===== src/rtl/rr_port_arbiter.sv =====
// rr_port_arbiter: 16-port round-robin arbiter, one-hot + index grant behind valid/ready.
// Define ARB_STATS_EN to add the saturating accepted-grant counter (grant_cnt).
module rr_port_arbiter #(
    parameter int PORT_NUM = 16,
    parameter int IDX_W    = 5
) (
    input  logic                clk,
    input  logic                rst,
    input  logic [PORT_NUM-1:0] req,
    output logic                gnt_valid,
    input  logic                gnt_ready,
    output logic [PORT_NUM-1:0] gnt_onehot,
    output logic [IDX_W-1:0]    gnt_idx,
    output logic [3:0]          ptr
`ifdef ARB_STATS_EN
    ,
    output logic [31:0]         grant_cnt
`endif
);

    localparam int PTR_W = 4;
    localparam logic [IDX_W-1:0] IDX_NONE = IDX_W'(PORT_NUM);

    typedef enum logic {
        IDLE,
        GRANT
    } state_e;

    state_e              state_q;
    logic                gnt_valid_q;
    logic [PORT_NUM-1:0] gnt_onehot_q;
    logic [IDX_W-1:0]    gnt_idx_q;
    logic [PTR_W-1:0]    ptr_q;

    logic [PTR_W-1:0]    search_ptr;
    logic [PORT_NUM-1:0] search_vec;
    logic                win_found;
    logic [PTR_W-1:0]    win_idx;
    logic [PORT_NUM-1:0] win_onehot;

    // In GRANT the search already assumes the handshake: start past the
    // current winner and exclude its own request.
    always_comb begin
        logic [PTR_W-1:0] pos;
        pos        = '0;
        search_ptr = ptr_q;
        search_vec = req;
        if (state_q == GRANT) begin
            search_ptr = gnt_idx_q[PTR_W-1:0] + PTR_W'(1);
            search_vec = req & ~gnt_onehot_q;
        end
        win_found = 1'b0;
        win_idx   = '0;
        for (int i = 0; i < PORT_NUM; i++) begin
            pos = search_ptr + PTR_W'(i);
            if (!win_found && search_vec[pos]) begin
                win_found = 1'b1;
                win_idx   = pos;
            end
        end
        win_onehot = PORT_NUM'(1) << win_idx;
    end

`ifdef ARB_STATS_EN
    logic [31:0] cnt_q;
    assign grant_cnt = cnt_q;
`endif

    always_ff @(posedge clk) begin
        if (rst) begin
            state_q      <= IDLE;
            gnt_valid_q  <= 1'b0;
            gnt_onehot_q <= '0;
            gnt_idx_q    <= IDX_NONE;
            ptr_q        <= '0;
`ifdef ARB_STATS_EN
            cnt_q        <= '0;
`endif
        end else begin
            unique case (state_q)
                IDLE: begin
                    if (win_found) begin
                        state_q      <= GRANT;
                        gnt_valid_q  <= 1'b1;
                        gnt_onehot_q <= win_onehot;
                        gnt_idx_q    <= IDX_W'(win_idx);
                    end
                end
                GRANT: begin
                    if (gnt_ready) begin
                        ptr_q <= gnt_idx_q[PTR_W-1:0] + PTR_W'(1);
`ifdef ARB_STATS_EN
                        if (cnt_q != '1) cnt_q <= cnt_q + 32'd1;
`endif
                        if (win_found) begin
                            gnt_onehot_q <= win_onehot;
                            gnt_idx_q    <= IDX_W'(win_idx);
                        end else begin
                            state_q      <= IDLE;
                            gnt_valid_q  <= 1'b0;
                            gnt_onehot_q <= '0;
                            gnt_idx_q    <= IDX_NONE;
                        end
                    end
                end
                default: state_q <= IDLE;
            endcase
        end
    end

    assign gnt_valid  = gnt_valid_q;
    assign gnt_onehot = gnt_onehot_q;
    assign gnt_idx    = gnt_idx_q;
    assign ptr        = ptr_q;

endmodule


===== config.mk =====
export PLATFORM = sky130hd
export DESIGN_NAME = rr_port_arbiter
export DESIGN_NICKNAME = d
export VERILOG_FILES = /design/src/rtl/rr_port_arbiter.sv
export SDC_FILE = /design/constraint.sdc
export NUM_CORES = 1
export LEC_CHECK = 0
export ABC_AREA = 0
export ABC_CLOCK_PERIOD_IN_PS = 4700
export CORE_MARGIN = 2
export CORE_UTILIZATION = 52
export DETAILED_ROUTE_END_ITERATION = 7
export HOLD_SLACK_MARGIN = 0.05
export PLACE_DENSITY = 0.78
export SKIP_CTS_REPAIR_TIMING = 1
export SLEW_MARGIN = 0
export SYNTH_ARGS = -nofsm -noshare
export SYNTH_HDL_FRONTEND = slang
export SYNTH_SLANG_ARGS = --single-unit

===== constraint.sdc =====
create_clock -name clk -period 4.7 [get_ports clk]
set_input_delay 0.94 -clock clk [delete_from_list [all_inputs] [get_ports clk]]
set_output_delay 0.94 -clock clk [all_outputs]
set_load 0.05 [all_outputs]

Yosys cells after proc, flatten, opt, wreduce, memory -nomap -nowiden
Cells that the tools add are included.
- bits in read-only memories: 0
- memory bits (writable): 0
- bits in latches: 0
- bits in registers: 27
- logic and storage cells: 158
- output and inout port bits: 26
- memories: 0
- multiplexer cells: 81
- $add $sub $neg: 16
- multiply operators: 0
- eq/ne operators: 3
- reductions and logical operators: 33
- divide/modulo/power cells: 0
- shifts and indexed selects: 1
- magnitude comparators: 16
- bitwise logic cells: 3
- operators with widths (kind ; count):
    4-bit by 5-bit less-than comparator with 1-bit output, second input constant ; 16
    4-bit two-way mux ; 17
    1-bit binary-select mux with 4-bit select ; 16
    16-bit two-way mux ; 4
    1-bit two-way mux ; 37
    4-bit adder, second input constant ; 8
    16-bit one-hot mux with 2 select lines ; 1
    4-bit by 3-bit adder with 4-bit output, second input constant ; 4
    16-bit AND ; 1
    16-bit NOT ; 1
    1-bit by 4-bit left shift with 16-bit output, first input constant ; 1
    1-bit logical AND ; 15
    1-bit logical NOT ; 15
    5-bit two-way mux ; 3
    5-bit one-hot mux with 2 select lines ; 1
    4-bit by 1-bit adder with 4-bit output, second input constant ; 2
    4-bit by 2-bit adder with 4-bit output, second input constant ; 2
    2-bit inequality test, second input constant ; 3
    1-bit one-hot mux with 2 select lines ; 2
    2-bit AND reduction ; 2
    3-bit AND reduction ; 1
    1-bit NOT ; 1

Logic depth before layout (Yosys ltp)
Gate-level depths: netlist of the first run.
- depth after elaboration: 55
- mapped depth: 20
- depth with buffers taken out: 17

Worst setup path after synthesis of the first run
No wires, ideal clock.
- kind: reg2reg
- start point: register gnt_idx_q[0] (netlist: gnt_idx[0])
- end point: register gnt_onehot_q[7] (netlist: gnt_onehot[7])
- period minus slack after synthesis: 4.959 ns
- buffers on the path: 2
- data required time: 4.613 ns
- path slack: -0.259 ns
- arrival: 4.871 ns
- library setup time: 0.087 ns
- stages on the path, launching flop included: 18
- path through: dfxtp_1 > ha_1 > xnor2_1 > a21o_1 > inv_1 > buf_1 > ha_1 > nor2b_1 > a221oi_1 > o311a_1 > clkbuf_1 > mux4_2 > or3b_4 > nor3_2 > a221oi_1 > a32o_2 > or4_4 > o31ai_1
- word-level cells in the longest chain between the ends: 54
- ends and longest elaborated chain (element ; line ; RTL):
    from (decl) ; 32 ; logic [IDX_W-1:0] gnt_idx_q;
    from (signal assigned) ; 86 ; gnt_idx_q <= IDX_W'(win_idx);
    from (signal assigned) ; 97 ; gnt_idx_q <= IDX_W'(win_idx);
    4-bit by 1-bit adder with 4-bit output (*) ; 49 ; search_ptr = gnt_idx_q[PTR_W-1:0] + PTR_W'(1);
    4-bit two-way mux (*) ; 48 ; if (state_q == GRANT) begin
    branches (longest 52 deep; another with 4-bit by 1-bit adder with 4-bit output) ; n/a ;
    to (signal assigned) ; 85 ; gnt_onehot_q <= win_onehot;
    to (signal assigned) ; 96 ; gnt_onehot_q <= win_onehot;
    to (decl) ; 31 ; logic [PORT_NUM-1:0] gnt_onehot_q;
Every way passes the cells marked *. The select of a mux whose other input is x is not followed.
A chain may end at the register's enable or synchronous reset.

Final worst setup path of the first run
- start point: register gnt_idx_q[1] (netlist: gnt_idx[1])
- end point: register gnt_onehot_q[4] (netlist: gnt_onehot[4])
Same word-level chain as after synthesis.

==> run metrics, run 1 <==
status completed; number of DRC markers in iteration 0 446; GRT met3 Usage 0.0265; CP Capture Type flip-flop; ys async rst share 0; crit path launch type flip-flop; final hold viol count 0; Max Freq 223 MHz; Fin Setup TNS 0 ps; n_diodes 0; Hold WC Path Type flip-flop to flip-flop; post-synthesis sequential area ratio 0.150; total vias in the final route 3991; Die Width 87.3 µm; Fill cells 531; Syn Inst Count 421; Clock Root Buffer clkbuf_8; CP Max Fanout 14; Cell Area, Synth 0.00361 mm²; Global Route met2 Usage 0.520; GRT Resource Usage Total 0.327; CTS H-tree depth 1; Final Skew 3.95 ps; vias in the first global route 3723; Ports 45; Worst-path clk slew 90 ps; Syn Nets 449; minimum clock period 4490 ps; largest net degree at the start of global routing 26; synthesized flop and latch total 27; Max clock buf depth 2; initial antenna violation count 0; Mean Syn Cell Area 8.57 µm²; Slew HR 0.621; Ys Warns 0; Port Buf Inserts 44; Post-synth EDFFs 0; wire length per cell 20.9 µm; maximum capacitance violations 0; Total Routed Length 12400 µm; number of remaining DRC errors 0; Max Slew Vio Count 0; Vias/cell 6.76; die area 0.00762 mm²; Clk Latency, worst-skew pair 270 ps; Main synth FF type dfxtp_1; Final Wtd Congestion 1.05; WS Path Type flip-flop to flip-flop; hpwl dp 9770 µm; first-pass GRT wire length 19500 µm; share of layout cells above drive strength 1 0.243; Final ANT Viol Nets 0; met1 Resource Use GR 0.458; row count 30; Overflow after GRT 0; global route hottest layer met2; Die Ht 87.3 µm; Cell variety after synth 79; NumNets Final 539; crit share post-route 0.955; P&R area growth vs syn 26.4%; TritonRoute pass-1 iters 7; crit path DAT 4660 ps; cts bufs inserted 3; RSZ-0062 raised after global routing no; Slew @ Worst Pin 552 ps; CTS sink cnt 27; initial core utilization 0.534; CTS tree done; Worst Path Required 4870 ps; setup violators final 0; Core Region 0.00676 mm²
[cell usage in the layout, fill, tap and decap left out, drive strengths merged, types with 3 or more instances in the layout]
cell and count:
a221oi 5, or3 4, o21ai 19, dfxtp 27, nor3 10, mux2 14
a21oi 25, inv 20, a31oi 4, nand3 8, nand2b 5, o22ai 5
nand2 44, clkbuf 4, mux4 17, a21boi 18, buf 63, a32o 3
nor3b 4, xnor2 9, nor2 32, o211ai 6, mux2i 47, nand4 4
o31ai 16, clkdlybuf4s50 44, ha 9
[worst max-delay path, cell delays in order (launching register included)]
cell	delay, ps
dfxtp_2	350
ha_1	320
mux2i_4	260
inv_4	90
buf_4	220
ha_1	350
xnor2_4	310
mux2i_2	340
mux2_2	360
mux2i_1	110
a41o_1	240
a221oi_1	310
buf_4	190
nor4_1	50
buf_4	150
or2_2	410
o31ai_1	330
[registers in the layout, indices dropped and copies added, names as in the netlist]
name / flops
gnt_onehot: 16
ptr: 4
gnt_idx: 5
gnt_valid: 1
state_q: 1
[final cells by class]
class | count | area (µm²) | share of cell area
timing repair buffer | 107 | 926 | 0.203
sequential | 27 | 546 | 0.120
tap | 80 | 100 | 0.0219
inverter | 20 | 77.6 | 0.0170
multi-input combinational | 352 | 2870 | 0.629
clock buffer | 4 | 45.0 | 0.00987
[synth_stat cells (3+ instances only)]
| master | instances | area share |
|---|---|---|
| mux2i_1 | 45 | 0.12 |
| nand2_1 | 44 | 0.046 |
| nor2_1 | 32 | 0.033 |
| dfxtp_1 | 27 | 0.15 |
| a21oi_1 | 25 | 0.035 |
| inv_1 | 18 | 0.019 |
| o21ai_0 | 18 | 0.025 |
| a21boi_0 | 16 | 0.033 |
| o31ai_1 | 14 | 0.029 |
| mux2_2 | 13 | 0.041 |
| mux4_2 | 13 | 0.081 |
| ha_1 | 9 | 0.031 |
| nor3_1 | 8 | 0.011 |
| nand3_1 | 7 | 0.0097 |
| xnor2_1 | 7 | 0.017 |
| clkbuf_1 | 6 | 0.0062 |
| o211ai_1 | 6 | 0.012 |
| a221oi_1 | 5 | 0.012 |
| nand2b_1 | 5 | 0.0087 |
| o22ai_1 | 5 | 0.0087 |
| a31oi_1 | 4 | 0.0069 |
| buf_4 | 4 | 0.0083 |
| buf_6 | 4 | 0.012 |
| mux4_1 | 4 | 0.029 |
| or3_1 | 4 | 0.0069 |
| buf_1 | 3 | 0.0031 |
| buf_2 | 3 | 0.0042 |
| nand4_1 | 3 | 0.0052 |
| nor3b_1 | 3 | 0.0062 |
[kinds of logic after synthesis]
group           Yosys count  synth area share
fa+ha+maj                 9            0.0312
flops                    27             0.150
buf+inv                  42            0.0641
compound gates          129             0.258
mux                      78             0.290
simple gates            125             0.176
xor+xnor                 11            0.0309
[per-stage QoR]
| stage | hold slack, ps | util | cells | instance area (µm²) | setup WS [ps] |
|---|---|---|---|---|---|
| after floorplan | 581 | - | 421 | 3610 | 54.3 |
| after global placement | 467 | 0.664 | 586 | 4490 | 9.73 |
| after detailed placement | 467 | 0.664 | 586 | 4490 | -202 |
| after CTS | 483 | 0.671 | 590 | 4530 | 84.3 |
| after global routing | 509 | 0.676 | 590 | 4560 | 11.7 |
| final | 486 | 0.676 | 590 | 4560 | 210 |
[path summary, 6_finish.rpt]
check	endpoint	slack, ps	cells after the start	from
max	gnt_onehot[4]	210	16	gnt_idx[1]
min	gnt_onehot[13]	490	2	gnt_onehot[13]
max reg2reg	gnt_onehot[4]	210	16	gnt_idx[1]
min reg2reg	gnt_onehot[13]	490	2	gnt_onehot[13]
[per-layer routing]
metal	share of wire	wire, µm	up-vias
met3	0.070	870	45
met5	0	0	-
met2	0.47	5770	230
li1	-	-	1809
met4	0.038	474	0
met1	0.42	5240	1907
Power of run 1 is left out: the tool's default activity adds up to more than one toggle a clock period on the data nets, which glitch-free logic cannot reach.
==> run 2, diff against run 1 <==
--- a/config.mk
+++ b/config.mk
@@ -10,6 +10,7 @@
 export CORE_MARGIN = 2
 export CORE_UTILIZATION = 52
 export DETAILED_ROUTE_END_ITERATION = 7
+export GPL_ROUTABILITY_DRIVEN = 0
 export HOLD_SLACK_MARGIN = 0.05
 export PLACE_DENSITY = 0.78
 export SKIP_CTS_REPAIR_TIMING = 1
==> run 2 against run 1 <==
- hold slack gained 2.7 ps
- sequential cell count is the same
- register-to-register slack lost 90 ps
- routed wire length shrank 4.3%
- die area is the same
- maximum frequency shrank 2.1%
- utilization shrank 1.5 points
- global-route usage shrank 1.9 points
- clock skew grew 5.7 ps
- non-clock buffer count shrank 14
==> run metrics, run 2 (synthesis results as in run 1) <==
CP startpoint gnt_idx[0]; Max Slew Vio Count 0 (unchanged); Min-Delay Startpoint gnt_idx[1]; CP Max Fanout 8 (-6); setup violators final 0 (unchanged); CTS H-tree depth 1 (unchanged); status completed; GRT Resource Usage Total 0.308 (-0.0190); initial core utilization 0.534 (unchanged); number of remaining DRC errors 0 (unchanged); crit path launch type flip-flop; Hold Path Cell Cnt 2 (unchanged); crit share post-route 0.975 (+0.0201); vias in the first global route 3641 (-2.2%); Final Skew 9.64 ps (+5.68 ps); hpwl dp 9120 µm (-6.6%); initial antenna violation count 0 (unchanged); minimum clock period 4580 ps (+94.7 ps); Ports 45 (unchanged); worst r2r path cells 14 (-2); first-pass GRT wire length 18600 µm (-4.6%); CTS tree done; Die Width 87.3 µm (unchanged); P&R area growth vs syn 23.6%; number of DRC markers in iteration 0 496 (+11%); Final ANT Viol Nets 0 (unchanged); NumNets Final 525 (-2.6%); n_diodes 0 (unchanged); crit-path cells ha_1 -> mux2i_4 -> ha_1 -> inv_1 -> mux4_2 -> mux4_2 -> buf_4 -> a21oi_1 -> o311ai_0 -> a221oi_1 -> nor4_1 -> buf_4 -> or2_2 -> o31ai_1; Die Ht 87.3 µm (unchanged); Top delay family on crit path multiplexers; Clk Latency, worst-skew pair 280 ps (about the same); crit path buf inv count 3 (-1); cts bufs inserted 3 (unchanged); Hold WC Path Type flip-flop to flip-flop; commonest non-fill, non-tap cell in the layout buf_4; total vias in the final route 3955 (-0.90%); most frequent cells in the layout 49 x buf_4, 44 x nand2_1, 44 x clkdlybuf4s50_1; RSZ-0062 raised after global routing yes; Fill cells 549 (+3.4%); Max Freq 218 MHz (-2.1%); crit path DAT 4770 ps (+110 ps); Max clock buf depth 2 (unchanged); Slew @ Worst Pin 698 ps (+146 ps); Overflow after GRT 0 (unchanged); Port Buf Inserts 44 (unchanged); Area after DPL 0.00435 mm² (-3.1%); die area 0.00762 mm² (unchanged); hold_ws 488 ps (+2.70 ps); CP Capture Type flip-flop; largest net degree at the start of global routing 26 (unchanged); final hold viol count 0 (unchanged); r2r startpoint gnt_idx[0]; Core Region 0.00676 mm² (unchanged); Worst-path clk slew 90 ps (about the same); M1 wire length 4810 µm (-8.4%); TritonRoute pass-1 iters 5 (-2); row count 30 (unchanged); Total Routed Length 11800 µm (-4.3%); Worst Path Required 4880 ps (about the same); DP Cell Count 569 (-2.9%); top routing layer used met4; wire length per cell 20.5 µm (-2.0%); maximum capacitance violations 0 (unchanged); Clock Root Buffer clkbuf_8; Vias/cell 6.87 (+1.5%); CTS sink cnt 27 (unchanged); worst stage delay on the critical path 510 ps (+100 ps); critical path depth 14 (-2); Cell Count, Final, Fillers Out 576 (-2.4%); Slew HR 0.532 (-0.0892); WS Path Type flip-flop to flip-flop; Met2 Wirelength 5400 µm (-6.5%); Final Instance Area 0.00446 mm² (-2.2%); met3 routed WL 1210 µm (+39%); Largest register FFs 16 (unchanged); share of layout cells above drive strength 1 0.238 (-0.00523); CP max stage cell mux4_2
==> run 2: path summary, 6_finish.rpt <==
kind	slack (ps)	endpoint
worst min-delay path	490	gnt_idx[1]
worst min register to register	490	gnt_idx[1]
worst max-delay path	120	gnt_onehot[9]
worst max register to register	120	gnt_onehot[9]
==> run 2: per-layer routing <==
metal / global-route usage / vias to the layer above
li1: - / 1782
met1: 0.423 / 1843
met2: 0.497 / 268
met3: 0.0550 / 62
met4: 0.0853 / 0
met5: 0 / -
==> run 2: stage by stage <==
| step | util | TNS [ps] | setup WS (ps) |
|---|---|---|---|
| 2_1_floorplan | - | 0 | 54.3 |
| 3_3_place_gp | 0.643 | -91.2 | -32.9 |
| 3_5_place_dp | 0.643 | -1080 | -158 |
| 4_1_cts | 0.650 | 0 | 23.8 |
| 5_1_grt | 0.661 | -55.9 | -39.4 |
| 6_report | 0.661 | 0 | 115 |
==> run 2: worst min-delay path, delay by kind of cell (launching register included) <==
kind / cells / cell delay, ps
AND/OR/NAND/NOR: 1 / 60
flip-flops: 1 / 350
AO/OA/AOI/OAI: 1 / 50
==> run 2: area by class of cell <==
class,instances,area [µm²],share of cell area
clock buffers,3,41.3,0.00925
clock inverters,1,5.00,0.00112
inverters,20,77.6,0.0174
multi-input cells,352,2890,0.646
flip-flops and latches,27,546,0.122
well taps,80,100,0.0224
repair buffers,93,808,0.181
Power of run 2 is left out for the same reason.
==> run 3, diff against run 2 <==
--- a/config.mk
+++ b/config.mk
@@ -6,13 +6,14 @@
 export NUM_CORES = 1
 export LEC_CHECK = 0
 export ABC_AREA = 0
-export ABC_CLOCK_PERIOD_IN_PS = 4700
+export ABC_CLOCK_PERIOD_IN_PS = 4680
 export CORE_MARGIN = 2
-export CORE_UTILIZATION = 52
+export CORE_UTILIZATION = 57
+export CTS_CLUSTER_DIAMETER = 50
 export DETAILED_ROUTE_END_ITERATION = 7
 export GPL_ROUTABILITY_DRIVEN = 0
 export HOLD_SLACK_MARGIN = 0.05
-export PLACE_DENSITY = 0.78
+export PLACE_DENSITY = 0.82
 export SKIP_CTS_REPAIR_TIMING = 1
 export SLEW_MARGIN = 0
 export SYNTH_ARGS = -nofsm -noshare
==> constraint.sdc (replaced) <==
create_clock -name clk -period 4.68 [get_ports clk]
set_input_delay 0.936 -clock clk [delete_from_list [all_inputs] [get_ports clk]]
set_output_delay 0.936 -clock clk [all_outputs]
set_load 0.05 [all_outputs]
==> run 3 against run 2 <==
- register-to-register slack better by 50 ps
- count of clock-buffer cells in the layout stayed put
- via count is 1.5% higher
- critical endpoint is now gnt_onehot[3]
- hold slack better by 4.3 ps
- utilization is 9.2 points higher
- sequential share of layout area is 0.20 points lower
- routed wire length is 3.4% higher
- final cell count is 0.35% lower
- global-route usage is 2.8 points higher
- sequential cell count stayed put
- first-iteration DRC count is 15% lower
- clock skew is 5.5 ps lower
==> run metrics, run 3 (synthesis results as in run 1) <==
final hold viol count 0 (unchanged); Die Width 83.6 µm (-4.3%); hold_ws 493 ps (+4.30 ps); status completed; minimum clock period 4520 ps; CP Capture Type flip-flop; Max Slew Vio Count 0 (unchanged); Worst-path clk slew 100 ps (about the same); Slew HR 0.473 (-0.0594); register area 546 µm² (unchanged); Slew @ Worst Pin 785 ps (+87.0 ps); commonest non-fill, non-tap cell in the layout buf_4; total vias in the final route 4016 (+1.5%); Min-Delay Startpoint gnt_onehot[12]; r2r endpoint gnt_onehot[3]; Port Buf Inserts 44 (unchanged); Fill cells 443 (-19%); wire length per cell 21.3 µm (+3.8%); Total Routed Length 12200 µm (+3.4%); die area 0.00699 mm² (-8.4%); cts bufs inserted 3 (unchanged); Fin Setup TNS 0 ps (unchanged); initial core utilization 0.599 (+0.0648); maximum capacitance violations 0 (unchanged); Clock Root Buffer clkbuf_8; Largest register FFs 16 (unchanged); largest net degree at the start of global routing 26 (unchanged); P&R area growth vs syn 25.7%; Clk Latency, worst-skew pair 280 ps (about the same); GRT Resource Usage Total 0.336 (+0.0282); Final Instance Area 0.00454 mm² (+1.7%); initial antenna violation count 0 (unchanged); worst r2r path cells 12 (-2); hpwl dp 9290 µm (+1.9%); crit share post-route 0.965; Ports 45 (unchanged); Area after DPL 0.00437 mm² (+0.60%); setup violators final 0 (unchanged); Max Freq 221 MHz; CTS H-tree depth 1 (unchanged); Final ANT Viol Nets 0 (unchanged); Hold Path End gnt_onehot[12]; Worst Path Required 4870 ps (about the same); CP Max Fanout 9 (+1); crit path launch type input port; vias in the first global route 3804 (+4.5%); CTS sink cnt 27 (unchanged); setup ws final 162 ps (+46.5 ps); Hold Path Cell Cnt 2 (unchanged); Core Region 0.00603 mm² (-11%); n_diodes 0 (unchanged); post-place setup slack -162 ps (-3.99 ps); TritonRoute pass-1 iters 5 (unchanged); Overflow after GRT 0 (unchanged); NumNets Final 528 (+0.57%); share of layout cells above drive strength 1 0.246 (+0.00859); most frequent cells in the layout 50 x buf_4, 44 x nand2_1, 44 x clkdlybuf4s50_1; number of remaining DRC errors 0 (unchanged); r2r startpoint gnt_idx[0]; Die Ht 83.6 µm (-4.3%); Vias/cell 7.00 (+1.9%); reg2reg setup slack 160 ps (+50 ps); crit path DAT 4710 ps (-60 ps); first-pass GRT wire length 19200 µm (+3.4%); area of the multi-input gates 0.00292 mm² (+1.0%); WS Path Type input port to flip-flop; row count 28 (-6.7%); Hold WC Path Type flip-flop to flip-flop; number of DRC markers in iteration 0 421 (-15%); CTS tree done; Max clock buf depth 2 (unchanged); Final Skew 4.17 ps (-5.46 ps)
==> run 3: changes by cell type in the layout (fill, tap and decap cells not counted), sizes merged <==
cell      previous run  this run
clkinv               1         0
buf                 49        52
clkinvlp             0         1
==> run 3: layout make-up <==
class / count / area share
Timing Repair Buffer: 96 / 0.189
Clock buffer: 3 / 0.00910
Multi-Input combinational cell: 352 / 0.643
Clock inverter: 1 / 0.00165
Tap cell: 75 / 0.0207
Inverter: 20 / 0.0171
Sequential cell: 27 / 0.120
==> run 3: routing by layer <==
metal | global-route usage | wire length, µm | vias to the layer above
li1 | - | - | 1787
met1 | 0.437 | 4650 | 1858
met2 | 0.543 | 5670 | 314
met3 | 0.0445 | 1260 | 57
met4 | 0.173 | 640 | 0
met5 | 0 | 0 | -
==> run 3: critical path, cell delays in order <==
cell and delay, ps:
clkdlybuf4s50_1 450, a21boi_1 320, mux2i_1 130, mux2_2 320, mux2_4 300, mux2_2 350
nor3b_2 190, buf_4 160, a222oi_1 260, o211ai_1 250, a221o_1 430, a211o_1 350
o31ai_1 260
==> run 3: metrics by stage <==
stage | utilization | std cells
floorplan | - | 421
global placement | 0.725 | 565
detailed placement | 0.725 | 565
CTS | 0.734 | 569
global route | 0.753 | 574
finish | 0.753 | 574
==> run 3: how the worst max path moves through the flow <==
stage                     startpoint              to  slack (ps)  cells past startpoint
after floorplan               ptr[0]   gnt_onehot[4]          30                     19
after global placement        req[5]   gnt_onehot[2]         -20                     13
after detailed placement     req[14]   gnt_onehot[3]        -160                     13
after CTS                 gnt_idx[0]  gnt_onehot[15]         -60                     16
after global routing      gnt_idx[0]   gnt_onehot[3]         -30                     18
final                        req[15]   gnt_onehot[3]         160                     13
Power of run 3 is left out for the same reason.
